[src/rtl/mips_mc_pkg.sv]
// Shared definitions for the multi-cycle MIPS control unit: state codes,
// opcode constants and the encodings of the datapath mux selects and aluop.
package mips_mc_pkg;

  typedef enum logic [3:0] {
    S_FETCH   = 4'd0,
    S_DECODE  = 4'd1,
    S_MEMADR  = 4'd2,
    S_MEMRD   = 4'd3,
    S_MEMWB   = 4'd4,
    S_MEMWR   = 4'd5,
    S_RTYPEEX = 4'd6,
    S_ALUWB   = 4'd7,
    S_BEQEX   = 4'd8,
    S_ADDIEX  = 4'd9,
    S_ADDIWB  = 4'd10,
    S_JEX     = 4'd11,
    S_BNEEX   = 4'd12
  } state_t;

  localparam logic [5:0] OP_RTYPE = 6'b000000;
  localparam logic [5:0] OP_LW    = 6'b100011;
  localparam logic [5:0] OP_SW    = 6'b101011;
  localparam logic [5:0] OP_BEQ   = 6'b000100;
  localparam logic [5:0] OP_BNE   = 6'b000101;
  localparam logic [5:0] OP_ADDI  = 6'b001000;
  localparam logic [5:0] OP_J     = 6'b000010;

  localparam logic [1:0] ALUSRCB_REGB  = 2'b00;
  localparam logic [1:0] ALUSRCB_FOUR  = 2'b01;
  localparam logic [1:0] ALUSRCB_IMM   = 2'b10;
  localparam logic [1:0] ALUSRCB_IMMSH = 2'b11;

  localparam logic [1:0] PCSRC_ALU    = 2'b00;
  localparam logic [1:0] PCSRC_ALUOUT = 2'b01;
  localparam logic [1:0] PCSRC_JUMP   = 2'b10;

  localparam logic [1:0] ALUOP_ADD   = 2'b00;
  localparam logic [1:0] ALUOP_SUB   = 2'b01;
  localparam logic [1:0] ALUOP_FUNCT = 2'b10;

endpackage

[src/rtl/mips_mc_outdec.sv]
// State -> control-word lookup for the multi-cycle controller (Moore outputs).
// Strobes here are raw: the top adds the FETCH mem_ready term and reset mask.
// Optional macro MIPS_MC_BNE_EN enables the bne strobe in BNEEX.
module mips_mc_outdec
  import mips_mc_pkg::*;
(
  input  logic [3:0] state_i,
  output logic       pcwrite_o,
  output logic       branch_o,
  output logic       bne_o,
  output logic       memwrite_o,
  output logic       iord_o,
  output logic       regwrite_o,
  output logic       regdst_o,
  output logic       memtoreg_o,
  output logic       alusrca_o,
  output logic [1:0] alusrcb_o,
  output logic [1:0] pcsrc_o,
  output logic [1:0] aluop_o
);

  // Control word per state; everything not named for a state stays 0.
  always_comb begin
    pcwrite_o  = 1'b0;
    branch_o   = 1'b0;
    bne_o      = 1'b0;
    memwrite_o = 1'b0;
    iord_o     = 1'b0;
    regwrite_o = 1'b0;
    regdst_o   = 1'b0;
    memtoreg_o = 1'b0;
    alusrca_o  = 1'b0;
    alusrcb_o  = ALUSRCB_REGB;
    pcsrc_o    = PCSRC_ALU;
    aluop_o    = ALUOP_ADD;
    case (state_i)
      S_FETCH: begin
        alusrcb_o = ALUSRCB_FOUR;
      end
      S_DECODE: begin
        alusrcb_o = ALUSRCB_IMMSH;
      end
      S_MEMADR, S_ADDIEX: begin
        alusrca_o = 1'b1;
        alusrcb_o = ALUSRCB_IMM;
      end
      S_MEMRD: begin
        iord_o = 1'b1;
      end
      S_MEMWB: begin
        memtoreg_o = 1'b1;
        regwrite_o = 1'b1;
      end
      S_MEMWR: begin
        iord_o     = 1'b1;
        memwrite_o = 1'b1;
      end
      S_RTYPEEX: begin
        alusrca_o = 1'b1;
        aluop_o   = ALUOP_FUNCT;
      end
      S_ALUWB: begin
        regdst_o   = 1'b1;
        regwrite_o = 1'b1;
      end
      S_BEQEX: begin
        alusrca_o = 1'b1;
        aluop_o   = ALUOP_SUB;
        pcsrc_o   = PCSRC_ALUOUT;
        branch_o  = 1'b1;
      end
      S_ADDIWB: begin
        regwrite_o = 1'b1;
      end
      S_JEX: begin
        pcsrc_o   = PCSRC_JUMP;
        pcwrite_o = 1'b1;
      end
`ifdef MIPS_MC_BNE_EN
      S_BNEEX: begin
        alusrca_o = 1'b1;
        aluop_o   = ALUOP_SUB;
        pcsrc_o   = PCSRC_ALUOUT;
        bne_o     = 1'b1;
      end
`endif
      default: begin
      end
    endcase
  end

endmodule

[src/rtl/mips_mc_ctrl.sv]
// Multi-cycle MIPS control unit: Moore FSM sequencing fetch/decode/execute/
// memory/writeback over a shared memory with a mem_ready handshake.
// Handshake: an access in FETCH, MEMRD or MEMWR is requested for as long as
// the FSM sits in that state; the cycle where mem_ready=1 completes it and
// the FSM advances on the following edge. mem_ready is ignored elsewhere.
// Optional macro MIPS_MC_BNE_EN adds bne decoding and the BNEEX state.
module mips_mc_ctrl
  import mips_mc_pkg::*;
#(
  parameter int STATE_W = 4
) (
  input  logic               clk,
  input  logic               rst_n,
  input  logic [5:0]         op,
  input  logic               mem_ready,
  output logic               pcwrite,
  output logic               branch,
  output logic               bne,
  output logic               irwrite,
  output logic               memwrite,
  output logic               iord,
  output logic               regwrite,
  output logic               regdst,
  output logic               memtoreg,
  output logic               alusrca,
  output logic [1:0]         alusrcb,
  output logic [1:0]         pcsrc,
  output logic [1:0]         aluop,
  output logic               illegal_op,
  output logic [STATE_W-1:0] state_o
);

  state_t state_q, state_d;
  logic   illegal_d;
  logic   is_fetch;
  logic   dec_pcwrite, dec_branch, dec_bne, dec_memwrite, dec_regwrite;

  // State register; reset returns to FETCH and abandons any instruction.
  always_ff @(posedge clk) begin
    if (!rst_n) state_q <= S_FETCH;
    else        state_q <= state_d;
  end

  // Next-state logic, including opcode dispatch and illegal-op detection.
  always_comb begin
    state_d   = S_FETCH;
    illegal_d = 1'b0;
    case (state_q)
      S_FETCH:  state_d = mem_ready ? S_DECODE : S_FETCH;
      S_DECODE: begin
        case (op)
          OP_RTYPE:     state_d = S_RTYPEEX;
          OP_LW, OP_SW: state_d = S_MEMADR;
          OP_BEQ:       state_d = S_BEQEX;
          OP_ADDI:      state_d = S_ADDIEX;
          OP_J:         state_d = S_JEX;
`ifdef MIPS_MC_BNE_EN
          OP_BNE:       state_d = S_BNEEX;
`endif
          default: begin
            state_d   = S_FETCH;
            illegal_d = 1'b1;
          end
        endcase
      end
      S_MEMADR:  state_d = (op == OP_LW) ? S_MEMRD : S_MEMWR;
      S_MEMRD:   state_d = mem_ready ? S_MEMWB : S_MEMRD;
      S_MEMWR:   state_d = mem_ready ? S_FETCH : S_MEMWR;
      S_RTYPEEX: state_d = S_ALUWB;
      S_ADDIEX:  state_d = S_ADDIWB;
      default:   state_d = S_FETCH;
    endcase
  end

  mips_mc_outdec u_outdec (
    .state_i    (state_q),
    .pcwrite_o  (dec_pcwrite),
    .branch_o   (dec_branch),
    .bne_o      (dec_bne),
    .memwrite_o (dec_memwrite),
    .iord_o     (iord),
    .regwrite_o (dec_regwrite),
    .regdst_o   (regdst),
    .memtoreg_o (memtoreg),
    .alusrca_o  (alusrca),
    .alusrcb_o  (alusrcb),
    .pcsrc_o    (pcsrc),
    .aluop_o    (aluop)
  );

  // Strobes: FETCH loads PC and IR on the completing cycle; reset masks all.
  always_comb begin
    is_fetch   = (state_q == S_FETCH);
    pcwrite    = rst_n & (dec_pcwrite | (is_fetch & mem_ready));
    irwrite    = rst_n & is_fetch & mem_ready;
    branch     = rst_n & dec_branch;
    bne        = rst_n & dec_bne;
    memwrite   = rst_n & dec_memwrite;
    regwrite   = rst_n & dec_regwrite;
    illegal_op = rst_n & illegal_d;
    state_o    = STATE_W'(state_q);
  end

endmodule

[config.mk]
export PLATFORM = sky130hd
export DESIGN_NAME = mips_mc_ctrl
export DESIGN_NICKNAME = d
export VERILOG_FILES = /design/src/rtl/mips_mc_pkg.sv /design/src/rtl/mips_mc_outdec.sv /design/src/rtl/mips_mc_ctrl.sv
export SDC_FILE = /design/constraint.sdc
export NUM_CORES = 1
export LEC_CHECK = 0
export CORE_MARGIN = 5
export CORE_UTILIZATION = 37
export DETAILED_ROUTE_END_ITERATION = 8
export PLACE_DENSITY = 0.74
export SYNTH_ARGS = -nofsm -noshare
export SYNTH_HDL_FRONTEND = slang
export SYNTH_HIERARCHICAL = 1
export SYNTH_SLANG_ARGS = --single-unit
[constraint.sdc]
create_clock -name clk -period 2 [get_ports clk]
set_clock_uncertainty 0.05 [all_clocks]
set_input_delay 0.2 -clock clk [delete_from_list [all_inputs] [get_ports clk]]
set_output_delay 0.2 -clock clk [all_outputs]
set_load 0.01 [all_outputs]
; Yosys cells after proc, flatten, opt, wreduce, memory -nomap -nowiden
; Index checks and enable logic that the tools add are counted.
[word_totals]
register_bits = 4
inputBits = 9
output_inout_bits = 21
[op_classes]
n_eq_ne = 16
n_mux = 19
bitwise = 9
n_reduce_logical = 8
[op_table]
columns = cell, count
row1 = 4-bit one-hot mux with 7 select lines, 1
row2 = 4-bit one-hot mux with 5 select lines, 1
row3 = 4-bit by 3-bit equality test with 1-bit output (second input constant), 4
row4 = 4-bit equality test (second input constant), 4
row5 = 6-bit equality test (second input constant), 2
row6 = 1-bit 2-to-1 mux, 11
row7 = 3-bit 2-to-1 mux, 3
row8 = 1-bit AND, 8
row9 = 4-bit by 2-bit equality test with 1-bit output (second input constant), 2
row10 = 2-bit one-hot mux with 2 select lines, 2
row11 = 6-bit by 2-bit equality test with 1-bit output (second input constant), 1
row12 = 6-bit by 3-bit equality test with 1-bit output (second input constant), 1
row13 = 6-bit by 4-bit equality test with 1-bit output (second input constant), 1
row14 = 6-bit logical NOT, 1
row15 = 2-bit one-hot mux with 3 select lines, 1
row16 = 2-bit OR reduction, 3
row17 = 6-bit OR reduction, 1
row18 = 4-bit by 1-bit equality test with 1-bit output (second input constant), 1
row19 = 4-bit logical NOT, 1
row20 = 4-bit OR reduction, 1
row21 = 3-bit OR reduction, 1
row22 = 1-bit bitwise OR, 1

; Depth between registers and ports, before layout
; Gate-level depths: netlist (run 1).
[depth]
ltp_word = 5
mapped_depth = 4
mapped_depth_nobuf = 4

; Cells and area by module
; Netlist (run 1), hierarchy kept.
[by_module_without_submodules]
columns = module, n_inst, cells_each, area_each_um2, seq_area_each_um2
row1 = mips_mc_ctrl, 1, 51, 379.1, 80.1
row2 = mips_mc_outdec, 1, 26, 170.2, 0.0

; Worst setup path after synthesis (run 1)
; OpenSTA, ideal clock, no wires.
[synth_timing]
kind = reg-to-reg
startpoint = reg state_q[0] (netlist: state_o[0])
endpoint = reg state_q[2] (netlist: state_o[2])
setup_time_ps = 66
arrival_time_ps = 1558
slack_ps = 326
stages_incl_launch_ff = 5
synth_period_minus_slack_ps = 1674
cell_sequence = dfxtp_1 nand2b_1 or4b_1 a211o_1 a21oi_2
[synth_between]
elab_chain_cells = 2
word_cells_on_any_way = 8
[synth_rtl]
columns = item, line
row1 = start: declaration, mips_mc_ctrl.sv:33  ; state_t state_q, state_d;
row2 = start signal: assignment, mips_mc_ctrl.sv:41  ; else state_q <= state_d;
row3 = 4-bit equality test (tied with other cells), mips_mc_ctrl.sv:48  ; case (state_q)
row4 = 4-bit one-hot mux with 7 select lines (*), mips_mc_ctrl.sv:48
; Every way passes the cells marked *; elsewhere a longest branch is shown, timed or not.
; A chain may end at the register's enable or synchronous reset.

; Final worst setup path (run 1)
[layout_timing]
startpoint = in op[1]
endpoint = out illegal_op
[layout_between]
elab_chain_cells = 5
word_cells_on_any_way = 10
[layout_rtl]
columns = item, line
row1 = start: declaration, mips_mc_ctrl.sv:14  ; input logic [5:0] op,
row2 = 6-bit equality test (tied with other cells), mips_mc_ctrl.sv:51  ; case (op)
row3 = 6-bit OR reduction (no source line) (*), -
row4 = 1-bit 2-to-1 mux (*), mips_mc_ctrl.sv:51
row5 = 1-bit 2-to-1 mux (*), mips_mc_ctrl.sv:48
row6 = 1-bit AND (*), mips_mc_ctrl.sv:100  ; illegal_op = rst_n & illegal_d;
row7 = end: declaration, mips_mc_ctrl.sv:29  ; output logic illegal_op,
; Marks and branches as above.

==> results of run 1 <==
power groups by stage:
stage               sequential (mW)  combinational (mW)  clock, mW
finish                       0.0858               0.116     0.0988
global route                 0.0864               0.127      0.108
CTS                          0.0858               0.105      0.101
detailed placement           0.0866               0.105          0
global placement             0.0865               0.103          0
floorplan                    0.0883              0.0322          0
logic make-up after synthesis:
kind of cell / Yosys count / share of synthesized area
and+or+nand+nor: 38 / 0.437
AOI/OAI and AO/OA: 23 / 0.271
buffers and inverters: 8 / 0.0888
DFF: 4 / 0.146
xor gates and xnor gates: 2 / 0.0319
muxes: 1 / 0.0182
other: 1 / 0.00683
routing by layer:
metal	routed length [um]	vias up	GRT usage	part of all wire
li1	-	383	-	-
met1	625	340	0.144	0.34
met2	1010	35	0.300	0.55
met3	159	4	0.0460	0.087
met4	30	0	0.0897	0.016
met5	0	-	0	0
final timing paths:
path / endpoint / depth (start not counted)
worst max-delay path: illegal_op / 5
worst min register to register: state_o[0]$_SDFF_PN0_ / 3
worst min-delay path: state_o[0]$_SDFF_PN0_ / 3
worst max register to register: state_o[2]$_SDFF_PN0_ / 6
worst reg2reg max path, delay by kind of cell (launching register included):
kind	cells	cell delay (ns)
buffers and inverters	2	0.31
AOI/OAI and AO/OA	2	0.43
DFF	1	0.35
and+or+nand+nor	2	0.61
area by class of cell:
class,count,area [um^2]
Multi-Input combinational cell,65,478
Timing Repair Buffer,51,455
Fill cell,118,383
Sequential cell,4,83.8
Clock buffer,3,22.5
Tap cell,16,20.0
Inverter,3,11.3
Yosys cell counts (2+ instances only):
cell type  number  area share
nor3b_1         2       0.027
a21oi_1         7       0.064
nand2_1         3       0.020
inv_1           3       0.020
a211oi_1        2       0.027
o21ai_0         6       0.055
nand2b_1        6       0.068
and2_1          5       0.057
nor2_1          6       0.041
dfxtp_1         4        0.15
nor4_1          2       0.023
nor3_1          3       0.027
buf_4           3       0.041
placed cells by master, fill, tap and decap left out, drive strengths merged, types with 2 or more instances in the layout:
cell type and n:
buf 24, clkdlybuf4s50 21, a21oi 8, nor2 6, nand2b 6, o21ai 6, and2 5, dfxtp 4
inv 3, nand2 3, clkbuf 3, dlygate4sd2 3, dlymetal6s2s 3, nor3 3, nor4 3, nor3b 2
a211oi 2, o211ai 2, or4b 2
stage by stage:
stage	instance area [um^2]	utilization
floorplan	549	-
global placement	977	0.672
detailed placement	977	0.672
CTS	1010	0.692
global route	1070	0.737
finish	1070	0.737
timing repair:
| action | 4_1_cts | 5_1_grt |
|---|---|---|
| setup endpoints to repair | 8 | 5 |
| setup buffers | 0 | 1 |
| pin swaps | 1 | 2 |
| gates resized for setup | 12 | 13 |
==> reports/results.ini, run 1 <==
[outcome]
outcome = complete, no violations

[finish]
antenna-diode-count = 0
fin_nets = 137
largest_reg_flops = 4
drive_above_1_share = 0.341
final_cells = 142
syn_to_final_growth_pct = 95.0

[power_and_ir_drop]
power_mw = 0.301
switching_power_mw = 0.0864
pwr-share-seq = 0.285
switching_share = 0.287
internal-power_mw = 0.214
p_clk_frac = 0.329
power_leakage_nw = 0.482
power.share.combinational = 0.386
ir_drop_v = 0.000240
p_per_area_mw_per_mm2 = 281

[synth]
synthArstFlopShare = 0
ys_types = 38
yosysSeqAreaShare = 0.146
synth_ff_type = dfxtp_1
ys_ff_latch = 4
yosysWarnings = 6
syn_nets = 86
synth_edf_count = 0
avgSynthCellArea_um2 = 7.13
synth_cells = 77
synth_area_um2 = 549

[sta]
slew_viol_final = 0
worst_slack_ns = 0.0354
hold_violations = 0
fin_crit_sh = 0.982
fin_crit_ns = 1.96
setup_viol = 0
whs_ns = 0.685
tns_ns = 0
fmax_mhz = 509
rsz0062_at_grt = true

[setup_path]
worstSetupPathType = in -> out
worstReg2RegStart = state_o[1]$_SDFF_PN0_
cp_data_arrival_time_ns = 1.71
startpoint = op[1]
critPathLaunchType = input port
crit_required_ns = 1.75
critPathBufInv = 2
rrSetupSlack_ns = 0.19
cp_cell_sequence = clkdlybuf4s50_1, or4_2, a211oi_2, nor3_1, buf_2
cpPeakStageDelay_ns = 0.68
slowest_stage = or4_2
crit_path_max_fanout = 2
cpLargestDelayFamily = simple AND/OR/NAND/NOR gates
critPathCaptureType = output pin

[clocking]
numCtsBuffers = 3
cts_tree = yes
cts_max_level = 1
clk_pin_slew_ns = 0.03
cts.sinks = 4
cts_hold_buf = 0
clock_latency_ns = 0.24
clockBufferDepth = 2
root_buffer = clkbuf_4

[placed_design]
placed_cells = 138
portBuffers = 28
dpl.hpwl_um = 1400
dpl_worst_slack_ns = -0.354
globalplace.congestion = 0.795

[floorplanning]
die_w_um = 48.5
rows = 14
die-area_mm2 = 0.00236
die_h_um = 48.5
ios = 30
core_area_mm2 = 0.00145
start_util = 0.378

[route]
routed_via_density = 5.37
drc_errors = 0
drt_wl_total_um = 1830
routedWlPerCell_um = 12.9
ant_nets = 0
drt-initial-drc-count = 10
drt-pass1-iter-count = 4
via_count = 762

[global_routing]
grt_max_degree = 11
track_usage = 0.157
antenna_found_initial = 0
grt_pass1_wl_um = 3090
grt_pass1_vias = 722
overflow = 0

[job]
drv_cap = 0

[min_path]
hold_start = state_o[0]$_SDFF_PN0_
hold_path.class = reg -> reg

Note: power is estimated with default switching activity, not from simulation.
==> run 2, diff against run 1 <==
Settings changed: CORE_MARGIN 5 to 4.
==> run 2 against run 1 <==
  * Non-clock buffer count down 3
  * Hold slack better by 0.012 ns
  * Utilization up 2.0 points
  * Die area down 8.1%
  * Total power down 2.6%
  * First-iteration DRC count rose to 2.5 times the previous value
  * Sequential share of layout area up 0.38 points
==> reports/results.ini, run 2 (synthesis gave the netlist of run 1 again) <==
[floorplanning]
die_w_um = 46.5
die-area_mm2 = 0.00217
die_h_um = 46.5
core_area_mm2 = 0.00135
rows = 13
start_util = 0.407
ios = 30

[setup_path]
worstSetupPathType = in -> out
critPathCaptureType = output pin
critPathLaunchType = input port
cpPeakStageDelay_ns = 0.69
crit_required_ns = 1.75
slowest_stage = or4_2
cp_data_arrival_time_ns = 1.71
crit_path_max_fanout = 2
cp_cell_sequence = clkdlybuf4s50_1, or4_2, a211oi_2, nor3_1, buf_2

[route]
drt_wl_total_um = 1770
drc_errors = 0
drt-initial-drc-count = 25
routed_via_density = 5.43
routedWlPerCell_um = 12.8
ant_nets = 0
via_count = 750
drt-pass1-iter-count = 4

[finish]
syn_to_final_growth_pct = 85.9
final_common_cell = clkdlybuf4s50_1
fillers = 100
fin_nets = 134
antenna-diode-count = 0
final_cell_mix = clkdlybuf4s50_1, buf_4, a21oi_1
largest_reg_flops = 4
drive_above_1_share = 0.309

[sta]
worst_slack_ns = 0.0432
whs_ns = 0.697
hold_violations = 0
slew_viol_final = 0
fin_crit_sh = 0.978
setup_viol = 0
fmax_mhz = 511
rsz0062_at_grt = false
fin_crit_ns = 1.96

[clocking]
clock_latency_ns = 0.23
clockBufferDepth = 2
cts.sinks = 4
clk_pin_slew_ns = 0.04
cts_max_level = 1
cts_tree = yes
root_buffer = clkbuf_4
numCtsBuffers = 3
cts_hold_buf = 0

[global_routing]
grt_max_degree = 11
track_usage = 0.169
grt_pass1_vias = 687
antenna_found_initial = 0
grt_pass1_wl_um = 2680
overflow = 0

[placed_design]
globalplace.congestion = 0.870
dpl.hpwl_um = 1390
dpl_worst_slack_ns = -0.380
portBuffers = 28

[power_and_ir_drop]
power_leakage_nw = 0.456
p_per_area_mw_per_mm2 = 287
ir_drop_v = 0.000305

[min_path]
hold_path.class = in -> reg

[outcome]
outcome = complete, no violations

[job]
drv_cap = 0

==> run 2: power by group <==
group	leakage, nW	total (mW)	switching (mW)	internal [mW]
sequential	0.0338	0.0854	0.00309	0.0823
clock	0.0138	0.102	0.0345	0.0672
combinational	0.408	0.106	0.0474	0.0582
==> run 2: area by class of cell <==
| class | instances | area (um^2) | area share |
|---|---|---|---|
| inverters | 3 | 11.3 | 0.0110 |
| flip-flops and latches | 4 | 83.8 | 0.0821 |
| well taps | 15 | 18.8 | 0.0184 |
| multi-input cells | 65 | 455 | 0.446 |
| clock buffers | 3 | 22.5 | 0.0221 |
| repair buffers | 48 | 429 | 0.420 |
==> run 2: repair_timing <==
item / in CTS / in global routing
resized for setup: 13 / 6
setup endpoints to repair: 7 / 5
pin swaps: 1 / 1
setup buffers: 0 / 1
==> run 2: worst paths after layout <==
check / from / endpoint / slack (ns) / cells after the start
hold / removal: rst_n / state_o[3]$_SDFF_PN0_ / 0.70 / 3
setup / recovery: op[1] / illegal_op / 0.04 / 5
hold reg to reg: state_o[0]$_SDFF_PN0_ / state_o[2]$_SDFF_PN0_ / 0.70 / 3
setup reg to reg: state_o[1]$_SDFF_PN0_ / state_o[2]$_SDFF_PN0_ / 0.44 / 4
==> run 2: critical path: cells and delay by family <==
family	cells	cell delay (ns)
buffers and inverters	2	0.56
AO/OA/AOI/OAI	1	0.20
AND/OR/NAND/NOR	2	0.75
==> run 2: routing by layer <==
metal | vias up | GRT usage | part of all wire
met5 | - | 0 | 0
met1 | 329 | 0.174 | 0.37
li1 | 381 | - | -
met3 | 4 | 0.0156 | 0.087
met2 | 36 | 0.346 | 0.53
met4 | 0 | 0.0455 | 0.016
==> run 2: metrics by stage <==
stage,TNS [ns],power (mW),instances,cell area (um^2),util
floorplan,0,0.121,77,549,-
global placement,-0.408,0.187,134,953,0.706
detailed placement,-0.466,0.189,134,953,0.706
CTS,0,0.288,137,987,0.731
global route,0,0.307,138,1020,0.756
finish,0,0.293,138,1020,0.756
==> run 3, diff against run 2 <==
Settings changed: CORE_UTILIZATION 37 to 34, PLACE_DENSITY 0.74 to 0.72.
Clock period 2 ns to 1.7 ns, I/O delays scaled along.
==> run 3 against run 2 <==
  * The run now ends with negative setup slack left
  * Setup slack worse by 0.048 ns
  * Final cell count is 12% higher
  * Register-to-register slack worse by 0.44 ns
  * Die area is 7.3% higher
  * Final area is 19% higher
  * Total power is 27% higher
==> reports/results.ini, run 3 (synthesis gave the netlist of run 1 again) <==
[global_routing]
overflow = 0
grt_max_degree = 11
track_usage = 0.170
grt_pass1_wl_um = 2930
grt_pass1_vias = 727
antenna_found_initial = 0

[setup_path]
slowest_stage = or4b_1
critPathCaptureType = register
cpLargestDelayFamily = simple AND/OR/NAND/NOR gates
worstSetupPathType = reg -> reg
crit_required_ns = 1.81
cpPeakStageDelay_ns = 0.46
critPathLaunchType = register
critPathBufInv = 2
crit_path_max_fanout = 7
crit_top_cell = buf_6
cp_data_arrival_time_ns = 1.81
cp_cell_sequence = buf_6, nand2b_4, buf_6, or4b_1, a211o_1, a21oi_2

[clocking]
cts_max_level = 1
clock_latency_ns = 0.22
cts_tree = yes
cts.sinks = 4
cts_hold_buf = 0
clockBufferDepth = 2
numCtsBuffers = 3
root_buffer = clkbuf_4
clk_pin_slew_ns = 0.03

[route]
drt_wl_total_um = 1940
routedWlPerCell_um = 12.6
drc_errors = 0
drt-initial-drc-count = 11
ant_nets = 0
drt-pass1-iter-count = 4
via_count = 805
routed_via_density = 5.23

[placed_design]
dpl_cell_area_mm2 = 0.00105
placed_cells = 146
portBuffers = 28
dpl.hpwl_um = 1420
globalplace.congestion = 0.748

[sta]
fin_crit_ns = 1.70
setup_viol = 1
slew_viol_final = 0
hold_violations = 0
whs_ns = 0.544
fin_crit_sh = 1.00
rsz0062_at_grt = true
worst_slack_ns = -0.00495
fmax_mhz = 587

[floorplanning]
start_util = 0.360
die_w_um = 48.2
ios = 30
rows = 14
die-area_mm2 = 0.00232
die_h_um = 48.2
core_area_mm2 = 0.00152

[finish]
multi_input_area_um2 = 514
final_common_cell = buf_4
final_design_area_no_fill_mm2 = 0.00122
antenna-diode-count = 0
syn_to_final_growth_pct = 121
post-route-util = 0.798
largest_reg_flops = 4
fin_nets = 149
final_cells = 154
fillers = 109
drive_above_1_share = 0.442
final_cell_mix = buf_4, a21oi_1, clkdlybuf4s50_1, dlygate4sd2_1
seqCellArea_um2 = 86.3

[min_path]
hold_path.class = in -> reg

[outcome]
outcome = complete, but fails checks
violations = negative setup slack

[power_and_ir_drop]
power_leakage_nw = 0.577
power_mw = 0.372
ir_drop_v = 0.000333
p_per_area_mw_per_mm2 = 306

[job]
drv_cap = 0

run 3: cell count changes in the layout (fill, tap and decap cells not counted), sizes merged:
cell | before | now
clkdlybuf4s15 | 0 | 4
buf | 21 | 37
dlygate4sd2 | 3 | 7
clkbuf | 3 | 5
clkdlybuf4s50 | 21 | 7
dlymetal6s2s | 3 | 6
run 3: what timing repair did:
action | CTS | global route
gates resized for setup | 35 | 26
pin swaps | 3 | 7
setup endpoints to repair | 16 | 10
buffers inserted | 1 | 4
run 3: metal layers:
layer	global-route usage	share of wire
met1	0.170	0.35
met5	0	0
met2	0.370	0.57
met4	0.0161	0
met3	0.0148	0.082
run 3: where the power goes:
part           total (mW)  switching (mW)  internal (mW)
sequential         0.0976         0.00215         0.0955
combinational       0.166          0.0712         0.0945
clock               0.109          0.0307         0.0784
run 3: area by class of cell:
type                    instances  area share
flip-flops and latches          4      0.0710
well taps                      16      0.0165
repair buffers                 63       0.462
clock buffers                   3      0.0185
inverters                       3     0.00926
multi-input cells              65       0.423
run 3: through the flow:
stage | setup TNS, ns | worst slack (ns)
5_1_grt | -0.0926 | -0.0472
3_5_place_dp | -1.85 | -0.575
4_1_cts | -0.244 | -0.130
2_1_floorplan | 0 | 0.0260
6_report | -0.00495 | -0.00495
3_3_place_gp | -1.67 | -0.569
run 3: worst min-delay path, stage by stage:
cell and delay (ns):
dlymetal6s2s_1 0.12, buf_6 0.13, or3_2 0.10, a211oi_1 0.06, o21ai_0 0.13, a21oi_1 0.06
run 3: final timing paths:
path	from	to	slack (ns)	depth (start not counted)
setup reg to reg	state_o[1]$_SDFF_PN0_	state_o[2]$_SDFF_PN0_	-0.005	6
hold reg to reg	state_o[3]$_SDFF_PN0_	state_o[1]$_SDFF_PN0_	0.69	3
hold / removal	op[0]	state_o[1]$_SDFF_PN0_	0.54	6
setup / recovery	state_o[1]$_SDFF_PN0_	state_o[2]$_SDFF_PN0_	-0.005	6
==> RTL edit 1, RTL diff (flow settings as in run 2) <==
Make the reset (`rst_n`) asynchronous in one clocked block.
--- a/src/rtl/mips_mc_ctrl.sv
+++ b/src/rtl/mips_mc_ctrl.sv
@@ -37,5 +37,5 @@
 
   // State register; reset returns to FETCH and abandons any instruction.
-  always_ff @(posedge clk) begin
+  always_ff @(posedge clk or negedge rst_n) begin
     if (!rst_n) state_q <= S_FETCH;
     else        state_q <= state_d;
Check against the original RTL: differs if rst_n is asserted again (counterexample within 4 cycles, from zero or initial values and one cycle with rst_n low); with rst_n held inactive, the same outputs for 10 cycles.
==> RTL edit 1 against run 2 <==
Global-route usage down 0.30 points; worst setup slack improved by 0.027 ns; worst hold slack got worse by 0.46 ns; routed wire length fell by 2.5%; maximum frequency grew 1.4%; design area increased by 0.74%; sequential cell count is the same; synthesized area increased by 8.7%; critical path type is now flip-flop to output pin; critical endpoint is now alusrcb[0].
Power is not compared: it rests on default switching activity, and its combinational part moved more than twofold at a synthesized area within 25%.
==> RTL edit 1: results (changes against run 2) <==
{| class="wikitable"
! Metric !! Value
|-
| Most instantiated cells after synthesis || 6 x sky130_fd_sc_hd__nor2_1, 5 x sky130_fd_sc_hd__and2_1, 5 x sky130_fd_sc_hd__nor3_1
|-
| GRT met3 Usage || 1.48% (-0.086 points)
|-
| Vias || 743 (-0.93%)
|-
| Wire length on met2 || 911 um (-1.9%)
|-
| Number of nets in the synthesized netlist || 85 (-1.2%)
|-
| Number of global-route vias before repair || 661 (-3.8%)
|-
| Critical path's top delay family || buffers and inverters
|-
| GPL Wtd Cong || 0.765 (-12%)
|-
| Fraction of layout instances using a drive strength above 1 || 25.0% (-5.9 points)
|-
| Multiplexer share of the synthesized area || 0% (-1.8 points)
|-
| Initial DRC Count || 12 (-52%)
|-
| Pin count of the biggest net entering global routing || 19 (+8)
|-
| XOR/XNOR Fraction of Synth Area || 4.40% (+1.2 points)
|-
| Wirelength per Cell || 12.7 um (-1.1%)
|-
| Met2 capacity usage during global routing || 32.0% (-2.6 points)
|-
| Top flip-flop cell by instance count after synthesis || sky130_fd_sc_hd__dfrtp_1
|-
| Metal1 wirelength || 625 um (-4.7%)
|-
| Top post-synthesis cells by area || sky130_fd_sc_hd__dfrtp_1 17%, sky130_fd_sc_hd__and2_1 5.2%, sky130_fd_sc_hd__nor3b_1 5.0%
|-
| Async set-reset flop share out of synthesis || 100% (+100 points)
|-
| Capturing element of the worst setup path || alusrcb[0]
|-
| Wire length of the first global-routing pass || 2650 um (-1.0%)
|-
| Final non-filler cell total || 136 (-1.4%)
|-
| GR Util met1 || 15.7% (-1.7 points)
|-
| Run status || finished clean
|-
| R2r worst-path depth || 5 (+1)
|-
| Share of the yosys chip area belonging to registers || 16.8% (+2.2 points)
|-
| Start point of the critical path || state_o[1]$_DFF_PN0_
|}
[RTL edit 1: layout make-up]
cell class	instances	area (um^2)
well taps	16	20.0
clock buffers	3	22.5
multi-input cells	65	463
inverters	2	7.51
flip-flops and latches	4	101
fillers	142	495
repair buffers	46	414
[RTL edit 1: power by group through the flow]
stage | clock network [mW] | registers [mW] | logic (mW)
after detailed placement | 0 | 0.0975 | 0.284
after floorplan | 0 | 0.121 | 0.117
after global placement | 0 | 0.0973 | 0.278
after global routing | 0.112 | 0.0981 | 0.300
final | 0.100 | 0.0970 | 0.274
after CTS | 0.105 | 0.0966 | 0.274
[RTL edit 1: through the flow]
step	hold WS, ns	area [um^2]	util (%)	setup WS (ns)
6_report	0.237	1030	67.5	0.0706
4_1_cts	0.231	1010	66.6	0.00415
3_5_place_dp	0.478	993	65.2	-0.0557
5_1_grt	0.251	1030	67.5	0.00449
2_1_floorplan	-0.146	597	-	0.331
3_3_place_gp	0.466	993	65.2	-0.0331
==> RTL edit 2, RTL diff (flow settings as in run 2) <==
Without the edit above. Build with the macro `MIPS_MC_BNE_EN` defined.
--- a/src/rtl/mips_mc_outdec.sv
+++ b/src/rtl/mips_mc_outdec.sv
@@ -2,4 +2,6 @@
 // Strobes here are raw: the top adds the FETCH mem_ready term and reset mask.
 // Optional macro MIPS_MC_BNE_EN enables the bne strobe in BNEEX.
+`define MIPS_MC_BNE_EN
+
 module mips_mc_outdec
   import mips_mc_pkg::*;
Function: changed (a bounded check fails within 4 cycles, from zero or initial values and one cycle with rst_n low).
==> RTL edit 2 against run 2 <==
Highest routed layer is now met3; utilization fell by 5.5 points; power up 0.39%; largest power group unchanged; routed wire length grew 10%; design area rose by 5.9%; largest cell class unchanged; worst setup slack better by 0.013 ns; non-clock buffer count fell by 1; critical path depth decreased by 2; synthesized area increased by 11%; combinational power grew 4%; worst hold slack worse by 0.094 ns; clock power hardly changed; sequential cell count is the same; synthesized cell count is 13% higher.
==> RTL edit 2: results (changes against run 2) <==
{| class="wikitable"
! Metric !! Value
|-
| Run status || finished clean
|-
| Post-Place Setup Slack || -0.113 ns (+0.267 ns)
|-
| Critical Path AT || 1.69 ns (-0.02 ns)
|-
| Post-synthesis cell count || 87 (+13%)
|-
| Maximum vdd drop || 0.000219 V (-28%)
|-
| GPL Wtd Cong || 0.784 (-9.8%)
|-
| Hold path depth || 2 (-1)
|-
| Final hold slack || 0.603 ns (-0.0938 ns)
|-
| Kind of critical path || flip-flop to output pin
|-
| Most instantiated cells after synthesis || 11 x sky130_fd_sc_hd__a21oi_1, 5 x sky130_fd_sc_hd__and2_1, 5 x sky130_fd_sc_hd__nand2b_1, 5 x sky130_fd_sc_hd__nor2_1
|-
| Capturing element of the worst setup path || memtoreg
|-
| All-layer global routing usage || 16.0% (-0.88 points)
|-
| Stage delay of the slowest cell on the critical path || 0.53 ns (-0.16 ns)
|-
| GRT met3 Usage || 1.53% (-0.029 points)
|-
| Vias || 825 (+10%)
|-
| Detail Placement HPWL || 1610 um (+16%)
|-
| Worst Hold Endpoint || state_o[2]$_SDFF_PN0_
|-
| Endpoint of the worst register-to-register path || state_o[1]$_SDFF_PN0_
|-
| Critical-path maximum fanout || 5 (+3)
|-
| Leakage power of the design || 0.476 nW (+4.4%)
|-
| Cell Count Post-Placement || 143 (+6.7%)
|-
| Share of the yosys chip area belonging to registers || 13.1% (-1.5 points)
|-
| Number of search-and-repair iterations in the first detailed-routing pass || 4 (unchanged)
|-
| Clock power share || 34.7% (about the same)
|-
| Critical path's top delay family || buffers and inverters
|-
| Slowest library cell on the worst path || sky130_fd_sc_hd__or4b_4
|-
| Pin count of the biggest net entering global routing || 13 (+2)
|-
| PortBufs || 29 (+3.6%)
|-
| Worst hold path startpoint || state_o[0]$_SDFF_PN0_
|-
| Number of fill cells || 126 (+26%)
|-
| GR Util met1 || 15.4% (-1.9 points)
|-
| Metal1 wirelength || 729 um (+11%)
|-
| Routed met3 length || 161 um (+5.2%)
|-
| Fraction of layout instances using a drive strength above 1 || 26.2% (-4.7 points)
|-
| Total power of the final layout || 0.294 mW (+0.39%)
|-
| Initial DRC Count || 10 (-60%)
|-
| Vias/cell || 5.65 (+4.0%)
|-
| Number of nets in the synthesized netlist || 96 (+12%)
|-
| R2r setup slk || 0.64 ns (+0.20 ns)
|-
| Path category of the worst min-delay check || flip-flop to flip-flop
|-
| Wire length on met2 || 1060 um (+14%)
|-
| Final worst-path cycle share || 97.2% (-0.66 points)
|-
| Number of global-route vias before repair || 796 (+16%)
|-
| R2r worst-path depth || 5 (+1)
|-
| Distinct cell type count after synthesis || 37 (-2.6%)
|-
| Combinational-cell power consumption || 0.110 mW (+4%)
|-
| Met2 capacity usage during global routing || 32.6% (-2.0 points)
|-
| Top post-synthesis cells by area || sky130_fd_sc_hd__dfxtp_1 13%, sky130_fd_sc_hd__a21oi_1 9.0%, sky130_fd_sc_hd__xnor2_1 5.7%
|-
| Wire length of the first global-routing pass || 3190 um (+19%)
|-
| Placed Instance Area || 0.00103 mm^2 (+8.0%)
|}
## RTL edit 2: cell types whose count changed after synthesis, sizes merged, moves of 2 or more
cell    delta
a21oi      +3
a211oi     -2
mux2       +2
xnor2      +3
o21ai      -2
clkbuf     +2
## RTL edit 2: layout make-up
cell class	count	area, um^2	area share [%]
Multi-Input combinational cell	72	497	45.9
Timing Repair Buffer	47	437	40.4
Sequential cell	4	90.1	8.33
Clock buffer	3	22.5	2.08
Tap cell	16	20.0	1.85
Inverter	4	15.0	1.39
## RTL edit 2: cell families (layout without fill, tap and decap cells)
logic type,Yosys count,count (layout),share of synthesized area (%)
buffers and inverters,11,54,9.00
XOR/XNOR,4,4,5.73
AND/OR/NAND/NOR,42,42,43.6
AO/OA/AOI/OAI,24,24,24.9
multiplexers,2,2,3.68
flip-flops,4,4,13.1
## RTL edit 2: worst min-delay path: cells and delay by family, from the launching register on
kind                   cells  cell delay (ns)
DFF                        1             0.34
AOI/OAI and AO/OA          1             0.10
buffers and inverters      1             0.16
